<file path="src/rtl/camera_frame_writer.sv">
// camera_frame_writer: streams CMOS pixels into one or two BRAM frame buffers,
// checks each frame's length and publishes the newest complete buffer.
module camera_frame_writer #(
   parameter int H_ACTIVE    = 640,
   parameter int V_ACTIVE    = 480,
   parameter int PIX_W       = 16,
   parameter int NUM_BUFFERS = 2,
   parameter int ADDR_W      = 20,
   parameter int CNT_W       = 16
)(
   input  logic              p_clk,
   input  logic              sysrst_n,
   input  logic              cmos_config_done,
   input  logic              cmos_vsync,
   input  logic              cmos_pix_valid,
   input  logic [PIX_W-1:0]  cmos_pix_data,
   input  logic              capture_mode,
   input  logic              capture_arm,
   output logic              bram_write_enable,
   output logic [ADDR_W-1:0] bram_address,
   output logic [PIX_W-1:0]  bram_wdata,
   output logic              frame_ready,
   output logic              frame_buf_idx,
   output logic              frame_error,
   output logic [CNT_W-1:0]  frame_count,
   output logic              busy
);
   localparam int FP   = H_ACTIVE * V_ACTIVE;
   localparam int PC_W = $clog2(FP + 1);
   typedef enum logic [1:0] {IDLE, WAIT_START, CAPTURE, FINISH} state_t;
   state_t          r_state, w_next;
   logic            r_vsync, r_wbuf, r_armed, r_ovr;
   logic [PC_W-1:0] r_pix_cnt;
   logic            w_fall, w_rise, w_cap, w_accept, w_over, w_start, w_fin, w_good;
   assign w_fall   = r_vsync & ~cmos_vsync;
   assign w_rise   = ~r_vsync & cmos_vsync;
   assign w_cap    = cmos_config_done && r_state == CAPTURE && cmos_pix_valid;
   assign w_accept = w_cap && r_pix_cnt < PC_W'(FP);
   assign w_over   = w_cap && r_pix_cnt == PC_W'(FP);
   assign w_start  = cmos_config_done && r_state == WAIT_START && w_fall && (!capture_mode || r_armed);
   assign w_fin    = cmos_config_done && r_state == FINISH;
   assign w_good   = r_pix_cnt == PC_W'(FP) && !r_ovr;
   assign busy     = r_state == CAPTURE;
   always_comb begin
      w_next = r_state;
      if (!cmos_config_done) w_next = IDLE;
      else
         case (r_state)
            IDLE:       w_next = cmos_vsync ? WAIT_START : IDLE;
            WAIT_START: w_next = w_start ? CAPTURE : WAIT_START;
            CAPTURE:    w_next = w_rise ? FINISH : CAPTURE;
            default:    w_next = WAIT_START;
         endcase
   end
   always_ff @(posedge p_clk or negedge sysrst_n)
      if (!sysrst_n) r_state <= IDLE;
      else r_state <= w_next;
   always_ff @(posedge p_clk or negedge sysrst_n) begin
      if (!sysrst_n) begin
         r_vsync           <= 1'b0;
         r_wbuf            <= 1'b0;
         r_armed           <= 1'b0;
         r_ovr             <= 1'b0;
         r_pix_cnt         <= '0;
         bram_write_enable <= 1'b0;
         bram_address      <= '0;
         bram_wdata        <= '0;
         frame_ready       <= 1'b0;
         frame_error       <= 1'b0;
         frame_buf_idx     <= 1'b0;
         frame_count       <= '0;
      end else begin
         r_vsync           <= cmos_vsync;
         bram_write_enable <= w_accept;
         if (w_accept) begin
            bram_address <= (r_wbuf ? ADDR_W'(FP) : '0) + ADDR_W'(r_pix_cnt);
            bram_wdata   <= cmos_pix_data;
         end
         r_pix_cnt   <= (!cmos_config_done || w_start) ? '0 : r_pix_cnt + PC_W'(w_accept);
         r_ovr       <= w_start ? 1'b0 : (r_ovr | w_over);
         frame_ready <= w_fin && w_good;
         frame_error <= w_fin && !w_good;
         // a rejected single-shot frame keeps its arm so the next frame retries
         r_armed     <= (capture_arm && capture_mode) || (r_armed && !w_start) || (w_fin && !w_good && capture_mode);
         if (w_fin && w_good) begin
            frame_buf_idx <= r_wbuf;
            frame_count   <= frame_count + CNT_W'(1);
            if (NUM_BUFFERS == 2) r_wbuf <= ~r_wbuf;
         end
      end
   end
endmodule

</file>
<file path="config.mk">
export PLATFORM = sky130hd
export DESIGN_NAME = camera_frame_writer
export DESIGN_NICKNAME = d
export VERILOG_FILES = /design/src/rtl/camera_frame_writer.sv
export SDC_FILE = /design/constraint.sdc
export NUM_CORES = 1
export LEC_CHECK = 0
export ABC_AREA = 1
export BUFFER_PORTS_ARGS = -buffer_cell sky130_fd_sc_hd__buf_2
export CORE_AREA = 2 2 75 112
export CTS_CLUSTER_SIZE = 16
export DETAILED_ROUTE_END_ITERATION = 10
export DIE_AREA = 0 0 77 114
export PLACE_DENSITY = 0.8
export SETUP_SLACK_MARGIN = 0.2
export SYNTH_ARGS = -nofsm -noshare
export SYNTH_HDL_FRONTEND = slang
export SYNTH_SLANG_ARGS = --single-unit
export TNS_END_PERCENT = 100
</file>
<file path="constraint.sdc">
create_clock -name p_clk -period 3.1 [get_ports p_clk]
set_clock_uncertainty 0.2 [all_clocks]
set_input_delay 0.775 -clock p_clk [delete_from_list [all_inputs] [get_ports p_clk]]
set_output_delay 0.775 -clock p_clk [all_outputs]
set_load 0.005 [all_outputs]
</file>
==> results of run 1 <==
==> power groups by stage <==
stage                     combinational (uW)  sequential [uW]  clock, uW
after floorplan                         59.5             1130          0
after global placement                   137             1130          0
after detailed placement                 140             1130          0
after CTS                                141             1110       1050
after global routing                     156             1120       1110
final                                    137             1110       1030
==> final cells by class <==
class / instances / area [um2] / share of cell area (%)
Tap cell: 105 / 131 / 2.64
Multi-Input combinational cell: 404 / 1870 / 37.5
Inverter: 61 / 230 / 4.62
Clock inverter: 3 / 23.8 / 0.477
Clock buffer: 13 / 270 / 5.43
Sequential cell: 81 / 2030 / 40.7
Timing Repair Buffer: 82 / 433 / 8.69
==> cells in the mapped netlist (8+ instances only) <==
| cell type | n |
|---|---|
| nand3_1 | 40 |
| nor3_1 | 11 |
| nand4_1 | 21 |
| dfrtp_1 | 81 |
| inv_1 | 46 |
| inv_2 | 14 |
| o21ai_1 | 15 |
| nor2_2 | 8 |
| nor2_1 | 68 |
| nand2_1 | 204 |
==> flip-flops by register name, summed over array words and instances (netlist names) <==
name               flops
r_vsync                1
r_armed                1
frame_count           16
bram_write_enable      1
r_wbuf                 1
frame_buf_idx          1
bram_address          20
r_pix_cnt             19
r_state                2
frame_ready            1
bram_wdata            16
frame_error            1
r_ovr                  1
==> cell families (layout without fill, tap and decap cells) <==
logic type                 Yosys count  after routing  synth area share (%)
adders and majority gates            8              8                  2.54
xor gates and xnor gates             5              5                  1.03
and+or+nand+nor                    363            363                  36.9
buffers and inverters               77            159                  8.23
DFF                                 81             81                  47.8
AOI/OAI and AO/OA                   28             28                  3.51
==> through the flow <==
step / setup WS, ns / util (%)
floorplan: 0.505 / -
global placement: 0.443 / 59.3
detailed placement: 0.355 / 59.3
CTS: 0.616 / 63.0
global route: 0.378 / 63.0
finish: 0.614 / 63.0
==> critical path: cells and delay by family (launching register included) <==
kind	cells	cell delay, ns
adder cells (fa/ha/maj)	2	0.43
buffers and inverters	2	0.13
AND/OR/NAND/NOR	12	1.18
flip-flops	1	0.43
==> layer usage <==
layer	track usage, %	vias to the layer above
met5	0	-
met2	41.4	100
met3	5.70	33
met4	15.1	0
met1	28.3	1795
li1	-	1929
==> how the worst min path moves through the flow <==
stage                     slack [ns]        endpoint  cells after the start           start
after detailed placement        0.26  bram_wdata[14]                      2  bram_wdata[14]
final                           0.19   bram_wdata[0]                      1        sysrst_n
after floorplan                 0.27   frame_buf_idx                      2   frame_buf_idx
after global placement          0.26  bram_wdata[12]                      2  bram_wdata[12]
after global routing            0.21   bram_wdata[0]                      1        sysrst_n
after CTS                       0.20  bram_wdata[13]                      1        sysrst_n
==> impl_metrics.py, run 1 <==
metrics = {
    "placement": {
        "post-place-cells": 733,
        "gp_congestion": 0.983,
        "place_area_mm2": 0.00469,
        "port_buffers": 79,
        "dp_hpwl_um": 7250,
    },
    "logic_synthesis": {
        "syn_inst": 562,
        "syn_area_mm2": 0.00424,
        "synth_cell_type_count": 32,
        "synthesis.nets": 593,
        "synth_enable_flop_cells": 0,
        "synthTopCellsByArea": "dfrtp_1 48%, nand2_1 18%, nor2_1 6.0%, nand3_1 4.7%, inv_1 4.1%",
        "ys_seq_area_share_pct": 47.8,
        "ys_async_sr_fraction_pct": 100,
        "synth-seq-cells": 81,
        "synth_top_area_share_pct": 47.8,
        "synth.avg_cell_area_um2": 7.55,
        "synth_area_leader_cell": "dfrtp_1",
        "synth_ff_type": "dfrtp_1",
        "ys_warn_count": 0,
    },
    "detailed_routing": {
        "dr.pass1.iters": 4,
        "via_per_inst": 5.15,
        "top_layer_used": "met4",
        "drc": 0,
        "wire_per_inst_um": 13.3,
        "num_vias": 3857,
        "drtAntennaViolNets": 0,
        "wl_met2_um": 5190,
        "wl_met1_um": 3850,
        "first_iter_violations": 310,
        "finalWirelength_um": 9930,
        "met3_wirelength_um": 409,
    },
    "critical_path": {
        "critPathKind": "flip-flop to flip-flop",
        "cp.required_ns": 3.14,
        "reg2reg_from": "r_pix_cnt[13]",
        "crit_chain": "nand2_1 > inv_2 > nand2_1 > nand3_1 > nand2_1 > nand2_4 > inv_2 > ha_1 > ha_1 > nand3_2 > nor2_1 > nand2_1 > nor2_1 > nand2_1 > nor2_1 > nor2_1",
        "rr_worst_depth": 16,
        "ff2ff_setup_slack_ns": 0.61,
        "cp_common_cell": "nand2_1",
        "cp_max_fo": 5,
        "critPathCapture": "r_pix_cnt[16]",
        "cp_slowest_stage_delay_ns": 0.43,
        "slowest_stage": "dfrtp_1",
        "start_kind": "flip-flop",
        "rr_endpoint": "r_pix_cnt[16]",
        "cp_data_arrival_time_ns": 2.52,
        "crit_path_start": "r_pix_cnt[13]",
        "crit_path_end_kind": "flip-flop",
    },
    "timing": {
        "hold_violations": 0,
        "grt_setup_unrepaired": "no",
        "slew_viol_final": 0,
        "max_freq_mhz": 402,
        "slew_headroom_pct": 52.3,
        "period_share_pct": 80.2,
        "worst_slew_pin_slew_ns": 0.715,
        "hold_ws_ns": 0.187,
        "finalSetupViolations": 0,
        "finalSetupTns_ns": 0,
        "fin_crit_ns": 2.49,
    },
    "power": {
        "seqPwrFrac_pct": 48.8,
        "powerDensity_mw_per_mm2": 457,
        "p_total_uw": 2280,
        "p_switching_uw": 522,
        "clockPowerShare_pct": 45.1,
        "p_sw_share_pct": 22.9,
        "power_frac_comb_pct": 6.0,
        "internal_power_uw": 1750,
        "ir_drop_mv": 0.287,
        "leakage_uw": 0.00262,
    },
    "die": {
        "initial_utilization_pct": 53.6,
        "placementRows": 40,
        "fp.dieH_um": 114,
        "die_area_mm2": 0.00878,
        "io_pins": 80,
        "die_w_um": 77,
        "core_mm2": 0.00791,
    },
    "cts": {
        "cts_tree": "yes",
        "post_cts_buffers": 0,
        "cts_sinks": 81,
        "root_buffer": "clkbuf_16",
        "htree_levels": 3,
        "postCtsHoldBufs": 0,
        "cts_resized": 0,
        "cts_made_buffers": 9,
        "cts_max_path_buffers": 2,
        "cts.clk_slew.worst_paths_ns": 0.06,
        "clock_latency_ns": 0.34,
    },
    "final_layout": {
        "nNetsFinal": 670,
        "drive_gt1_share_pct": 20.2,
        "final_common_cell": "nand2_1",
        "final_cell_area_mm2": 0.00498,
        "antenna_cells": 0,
        "fillCellCount": 730,
        "layout_common_cells": "204 x nand2_1, 81 x dfrtp_1, 78 x buf_2",
        "area_growth_syn_to_layout_pct": 17.4,
        "fin_cells": 749,
    },
    "grt": {
        "overflow": 0,
        "grt_first_pass_wirelength_um": 17200,
        "track_usage_pct": 24.6,
        "grt_max_degree": 52,
        "antenna_found_initial": 0,
        "grt_pass1_vias": 3759,
    },
    "hold_path": {
        "hold_path.class": "input pin to async pin",
    },
    "job": {
        "cap_violations": 0,
    },
    "outcome": {
        "status": "finished, final reports clean",
    },
}
(Power assumes the default switching activity.)
==> run 2: changes to the inputs <==
CORE_AREA = 2 2 79 118   (was 2 2 75 112)
DIE_AREA = 0 0 81 120   (was 0 0 77 114)
PLACE_DENSITY = 0.76   (was 0.8)
clock period = 2.04 ns   (was 3.1 ns; I/O delays follow)
==> impl_metrics.py, run 2 (synthesized netlist as in run 1, its figures left out) <==
metrics = {
    "power": {
        "internal_power_uw": 2710,
        "power_frac_comb_pct": 6.8,
        "leakage_uw": 0.00292,
        "p_switching_uw": 872,
        "p_sw_share_pct": 24.3,
        "clockPowerShare_pct": 46.0,
        "seqPwrFrac_pct": 47.3,
        "powerDensity_mw_per_mm2": 625,
        "ir_drop_mv": 0.533,
        "p_total_uw": 3580,
    },
    "final_layout": {
        "antenna_cells": 0,
        "nNetsFinal": 720,
        "seqCellArea_mm2": 0.00203,
        "largest_register_ffs": 20,
        "final_common_cell": "nand2_1",
        "drive_gt1_share_pct": 34.6,
        "multi_input_area_mm2": 0.00216,
        "layout_common_cells": "189 x nand2_1, 78 x buf_2, 77 x dfrtp_1",
        "fillCellCount": 704,
        "fin_util_pct": 65.7,
        "top_register": "bram_address",
        "reg_top3": "bram_address (20), r_pix_cnt (19)",
        "area_growth_syn_to_layout_pct": 35.2,
    },
    "cts": {
        "root_buffer": "clkbuf_16",
        "clock_latency_ns": 0.35,
        "cts_made_buffers": 9,
        "htree_levels": 3,
        "cts_max_path_buffers": 2,
        "cts_tree": "yes",
        "postCtsHoldBufs": 0,
        "cts_sinks": 81,
        "cts.clk_slew.worst_paths_ns": 0.07,
    },
    "detailed_routing": {
        "via_per_inst": 5.18,
        "dr.pass1.iters": 4,
        "first_iter_violations": 282,
        "drc": 0,
        "num_vias": 4163,
        "drtAntennaViolNets": 0,
        "finalWirelength_um": 11500,
        "wire_per_inst_um": 14.3,
    },
    "die": {
        "core_mm2": 0.00872,
        "die_w_um": 81,
        "initial_utilization_pct": 48.6,
        "io_pins": 80,
        "placementRows": 42,
        "fp.dieH_um": 120,
        "die_area_mm2": 0.00972,
    },
    "grt": {
        "overflow": 0,
        "grt_pass1_vias": 3961,
        "track_usage_pct": 24.0,
        "grt_first_pass_wirelength_um": 18000,
        "antenna_found_initial": 0,
        "grt_max_degree": 82,
    },
    "timing": {
        "worst_slew_pin_slew_ns": 0.434,
        "finalSetupViolations": 7,
        "slew_viol_final": 0,
        "max_freq_mhz": 468,
        "setup_slack_ns": -0.0969,
        "grt_setup_unrepaired": "yes",
        "slew_headroom_pct": 71.0,
        "period_share_pct": 105,
        "fin_crit_ns": 2.14,
        "hold_ws_ns": -0.0119,
        "hold_violations": 29,
    },
    "outcome": {
        "violations": "negative hold slack, negative setup slack",
        "status": "finished with violations",
    },
    "critical_path": {
        "crit_path_end_kind": "flip-flop",
        "cp_data_arrival_time_ns": 2.20,
        "crit_chain": "nor2_2 > nand3_2 > nand2_2 > nand2_4 > inv_4 > ha_4 > ha_4 > nand3_4 > inv_4 > nand2_2 > nor2_2 > buf_4 > nor2_1 > nor3_1",
        "start_kind": "flip-flop",
        "cp_slowest_stage_delay_ns": 0.41,
        "cp_max_fo": 3,
        "cp.required_ns": 2.11,
        "critPathKind": "flip-flop to flip-flop",
        "slowest_stage": "dfrtp_1",
    },
    "placement": {
        "pre_cts_ws_ns": -0.170,
        "gp_congestion": 0.938,
        "dp_hpwl_um": 7580,
        "port_buffers": 79,
    },
    "hold_path": {
        "hold_path.class": "input pin to async pin",
    },
    "job": {
        "cap_violations": 0,
    },
}
==> run 2: cell types whose count changed in the layout (fill, tap and decap cells not counted), moves of 4 or more <==
cell | before | now
nand2_2 | 1 | 13
inv_4 | 0 | 5
ha_1 | 7 | 2
dfrtp_2 | 0 | 4
buf_6 | 0 | 12
nand3_2 | 3 | 17
nor2_4 | 3 | 9
nor2_1 | 68 | 61
nand3_1 | 40 | 24
ha_4 | 0 | 4
buf_4 | 3 | 40
nand2_1 | 204 | 189
dfrtp_1 | 81 | 77
==> run 2: through the flow <==
step / TNS, ns / cells / instance area, um2
after floorplan: -0.507 / 562 / 4290
after global placement: -0.712 / 762 / 4920
after detailed placement: -1.22 / 762 / 4920
after CTS: -0.0976 / 792 / 5410
after global routing: -1.88 / 804 / 5730
final: -0.401 / 804 / 5730
==> run 2: power by group through the flow <==
stage | combinational [uW] | clock, uW | sequential [uW]
after CTS | 235 | 1680 | 1690
after global placement | 225 | 0 | 1720
after detailed placement | 232 | 0 | 1720
after floorplan | 91.1 | 0 | 1720
after global routing | 273 | 1740 | 1700
final | 243 | 1650 | 1690
==> run 2: worst max-delay path, delay by kind of cell, from the launching register on <==
kind / cells / cell delay (ns)
buffers and inverters: 3 / 0.27
and+or+nand+nor: 9 / 0.88
adders and majority gates: 2 / 0.28
DFF: 1 / 0.41
==> run 2: area by class of cell <==
cell class,count,area share (%)
clock inverter,7,1.33
sequential,81,35.4
multi-input combinational,404,37.6
timing repair buffer,132,15.1
tap,110,2.40
clock buffer,9,3.93
inverter,61,4.21
==> run 2: routing by layer <==
metal | wire length, um | global-route usage (%)
met1 | 4290 | 26.1
met4 | 451 | 12.7
met3 | 425 | 3.98
met2 | 6360 | 43.3
met5 | 0 | 0
==> run 2: worst paths after layout <==
path	cells past startpoint	slack, ns	from	to
max	14	-0.1	r_pix_cnt[16]	r_pix_cnt[8]
min	2	-0.01	sysrst_n	bram_wdata[12]
max reg2reg	14	-0.1	r_pix_cnt[16]	r_pix_cnt[8]
min reg2reg	2	0.27	bram_address[19]	bram_address[19]
max in group asynchronous	2	1.28	sysrst_n	r_pix_cnt[10]
min in group p_clk	1	0.11	cmos_vsync	r_vsync
==> run 2: repair_timing <==
item	4_1_cts	5_1_grt
setup buffers	14	10
setup endpoints to repair	19	74
gates resized for setup	23	64
cloned	0	2
pin swaps	24	31
==> run 3: changes to the inputs <==
CORE_AREA = 2 2 77 116   (was 2 2 79 118)
CTS_BUF_LIST = sky130_fd_sc_hd__clkbuf_4 sky130_fd_sc_hd__clkbuf_8   (was unset)
DIE_AREA = 0 0 79 118   (was 0 0 81 120)
PLACE_DENSITY = 0.79   (was 0.76)
==> impl_metrics.py, run 3 (synthesized netlist as in run 1, its figures left out) <==
metrics = {
    "grt": {
        "antenna_found_initial": 0,
        "track_usage_pct": 24.3,
        "grt_pass1_vias": 3989,
        "grt_max_degree": 82,
        "grt_first_pass_wirelength_um": 17800,
        "overflow": 0,
    },
    "cts": {
        "htree_levels": 3,
        "cts_made_buffers": 9,
        "clock_latency_ns": 0.36,
        "root_buffer": "clkbuf_8",
        "cts_tree": "yes",
        "cts_max_path_buffers": 2,
        "cts.clk_slew.worst_paths_ns": 0.08,
        "cts_sinks": 81,
    },
    "final_layout": {
        "drive_gt1_share_pct": 33.6,
        "area_growth_syn_to_layout_pct": 31.2,
        "reg_top3": "bram_address (20), r_pix_cnt (19)",
        "final_common_cell": "nand2_1",
        "nNetsFinal": 720,
        "antenna_cells": 0,
        "layout_common_cells": "185 x nand2_1, 79 x dfrtp_1, 78 x buf_2",
        "top_register": "bram_address",
        "largest_register_ffs": 20,
    },
    "placement": {
        "gp_congestion": 0.917,
        "port_buffers": 79,
        "dp_hpwl_um": 7740,
    },
    "critical_path": {
        "ff2ff_setup_slack_ns": -0.10,
        "critPathKind": "flip-flop to flip-flop",
        "crit_path_end_kind": "flip-flop",
        "cp_max_fo": 3,
        "rr_worst_depth": 17,
        "cp_slowest_stage_delay_ns": 0.40,
        "crit_chain": "nand2_2 > inv_2 > nand2_2 > nand3_2 > nand2_2 > nand2_4 > inv_4 > ha_4 > ha_4 > nand3_4 > inv_4 > nand2_2 > nor2_2 > nand3_1 > nand2_1 > nand2_1 > nor2_1",
        "cp_num_buf_inv": 3,
        "cp.required_ns": 2.14,
        "crit_family": "simple AND/OR/NAND/NOR gates",
        "slowest_stage": "dfrtp_1",
        "critical_path_depth": 17,
        "cp_data_arrival_time_ns": 2.24,
        "cp_common_cell": "nand2_2",
        "start_kind": "flip-flop",
    },
    "die": {
        "die_area_mm2": 0.00932,
        "placementRows": 41,
        "io_pins": 80,
        "initial_utilization_pct": 51.0,
        "core_mm2": 0.00831,
        "fp.dieH_um": 118,
        "die_w_um": 79,
    },
    "timing": {
        "slew_viol_final": 0,
        "grt_setup_unrepaired": "yes",
        "finalSetupViolations": 10,
        "worst_slew_pin_slew_ns": 0.432,
        "hold_violations": 0,
        "fin_crit_ns": 2.14,
        "setup_slack_ns": -0.102,
        "slew_headroom_pct": 71.2,
        "hold_ws_ns": 0.0873,
        "period_share_pct": 105,
        "max_freq_mhz": 467,
    },
    "detailed_routing": {
        "finalWirelength_um": 11300,
        "dr.pass1.iters": 5,
        "via_per_inst": 5.28,
        "num_vias": 4227,
        "drtAntennaViolNets": 0,
        "first_iter_violations": 249,
        "drc": 0,
        "wire_per_inst_um": 14.2,
    },
    "power": {
        "p_total_uw": 3000,
        "powerDensity_mw_per_mm2": 540,
        "ir_drop_mv": 0.412,
        "leakage_uw": 0.00288,
    },
    "outcome": {
        "status": "finished with violations",
        "violations": "negative setup slack",
    },
    "job": {
        "cap_violations": 0,
    },
    "hold_path": {
        "hold_path.class": "input pin to flip-flop",
        "holdPathStages": 1,
    },
}
[run 3: report_power, final]
| group | internal, uW | switching, uW |
|---|---|---|
| registers | 1660 | 29.7 |
| clock network | 486 | 590 |
| logic | 93.3 | 146 |
[run 3: cell type report]
type / instances / area (um2)
inverter: 61 / 238
clock buffer: 12 / 146
sequential: 81 / 2030
timing repair buffer: 132 / 872
fill: 689 / 2750
tap: 107 / 134
multi-input combinational: 404 / 2110
clock inverter: 4 / 30.0
[run 3: worst register-to-register path, stage by stage, from the launching register on]
cell,delay (ns)
dfrtp_1,0.40
nand2_2,0.10
inv_2,0.05
nand2_2,0.05
nand3_2,0.06
nand2_2,0.10
nand2_4,0.06
inv_4,0.06
ha_4,0.14
ha_4,0.14
nand3_4,0.11
inv_4,0.11
nand2_2,0.06
nor2_2,0.12
nand3_1,0.09
nand2_1,0.07
nand2_1,0.05
nor2_1,0.09
[run 3: stage by stage]
step / worst slack, ns / cells / util [%] / instance area [um2] / TNS (ns)
after global routing: -0.221 / 801 / 67.0 / 5560 / -2.36
after global placement: -0.125 / 760 / 59.3 / 4920 / -0.661
after floorplan: -0.110 / 562 / - / 4290 / -0.507
final: -0.102 / 801 / 67.0 / 5560 / -0.475
after CTS: -0.0720 / 785 / 63.5 / 5270 / -0.434
after detailed placement: -0.204 / 760 / 59.3 / 4920 / -1.36
[run 3: final timing paths]
path	end	from
setup / recovery	r_pix_cnt[16]	r_pix_cnt[12]
hold reg to reg	bram_wdata[13]	bram_wdata[13]
min in group asynchronous	bram_wdata[13]	sysrst_n
setup reg to reg	r_pix_cnt[16]	r_pix_cnt[12]
max in group asynchronous	r_wbuf	sysrst_n
hold / removal	r_vsync	cmos_vsync
[run 3: routing by layer]
| layer | vias to the layer above | wire [um] | track usage, % |
|---|---|---|---|
| met5 | - | 0 | 0 |
| met4 | 0 | 617 | 14.9 |
| met3 | 52 | 573 | 5.14 |
| met2 | 147 | 5870 | 40.7 |
| met1 | 1997 | 4280 | 27.7 |
| li1 | 2031 | - | - |
[run 3: what timing repair did]
action | CTS | global route
pin swaps | 8 | 30
endpoints found under the hold margin | 81 | 0
hold buffers | 1 | 0
setup buffers | 8 | 13
setup endpoints to repair | 18 | 41
cloned | 0 | 3
gates resized for setup | 26 | 52
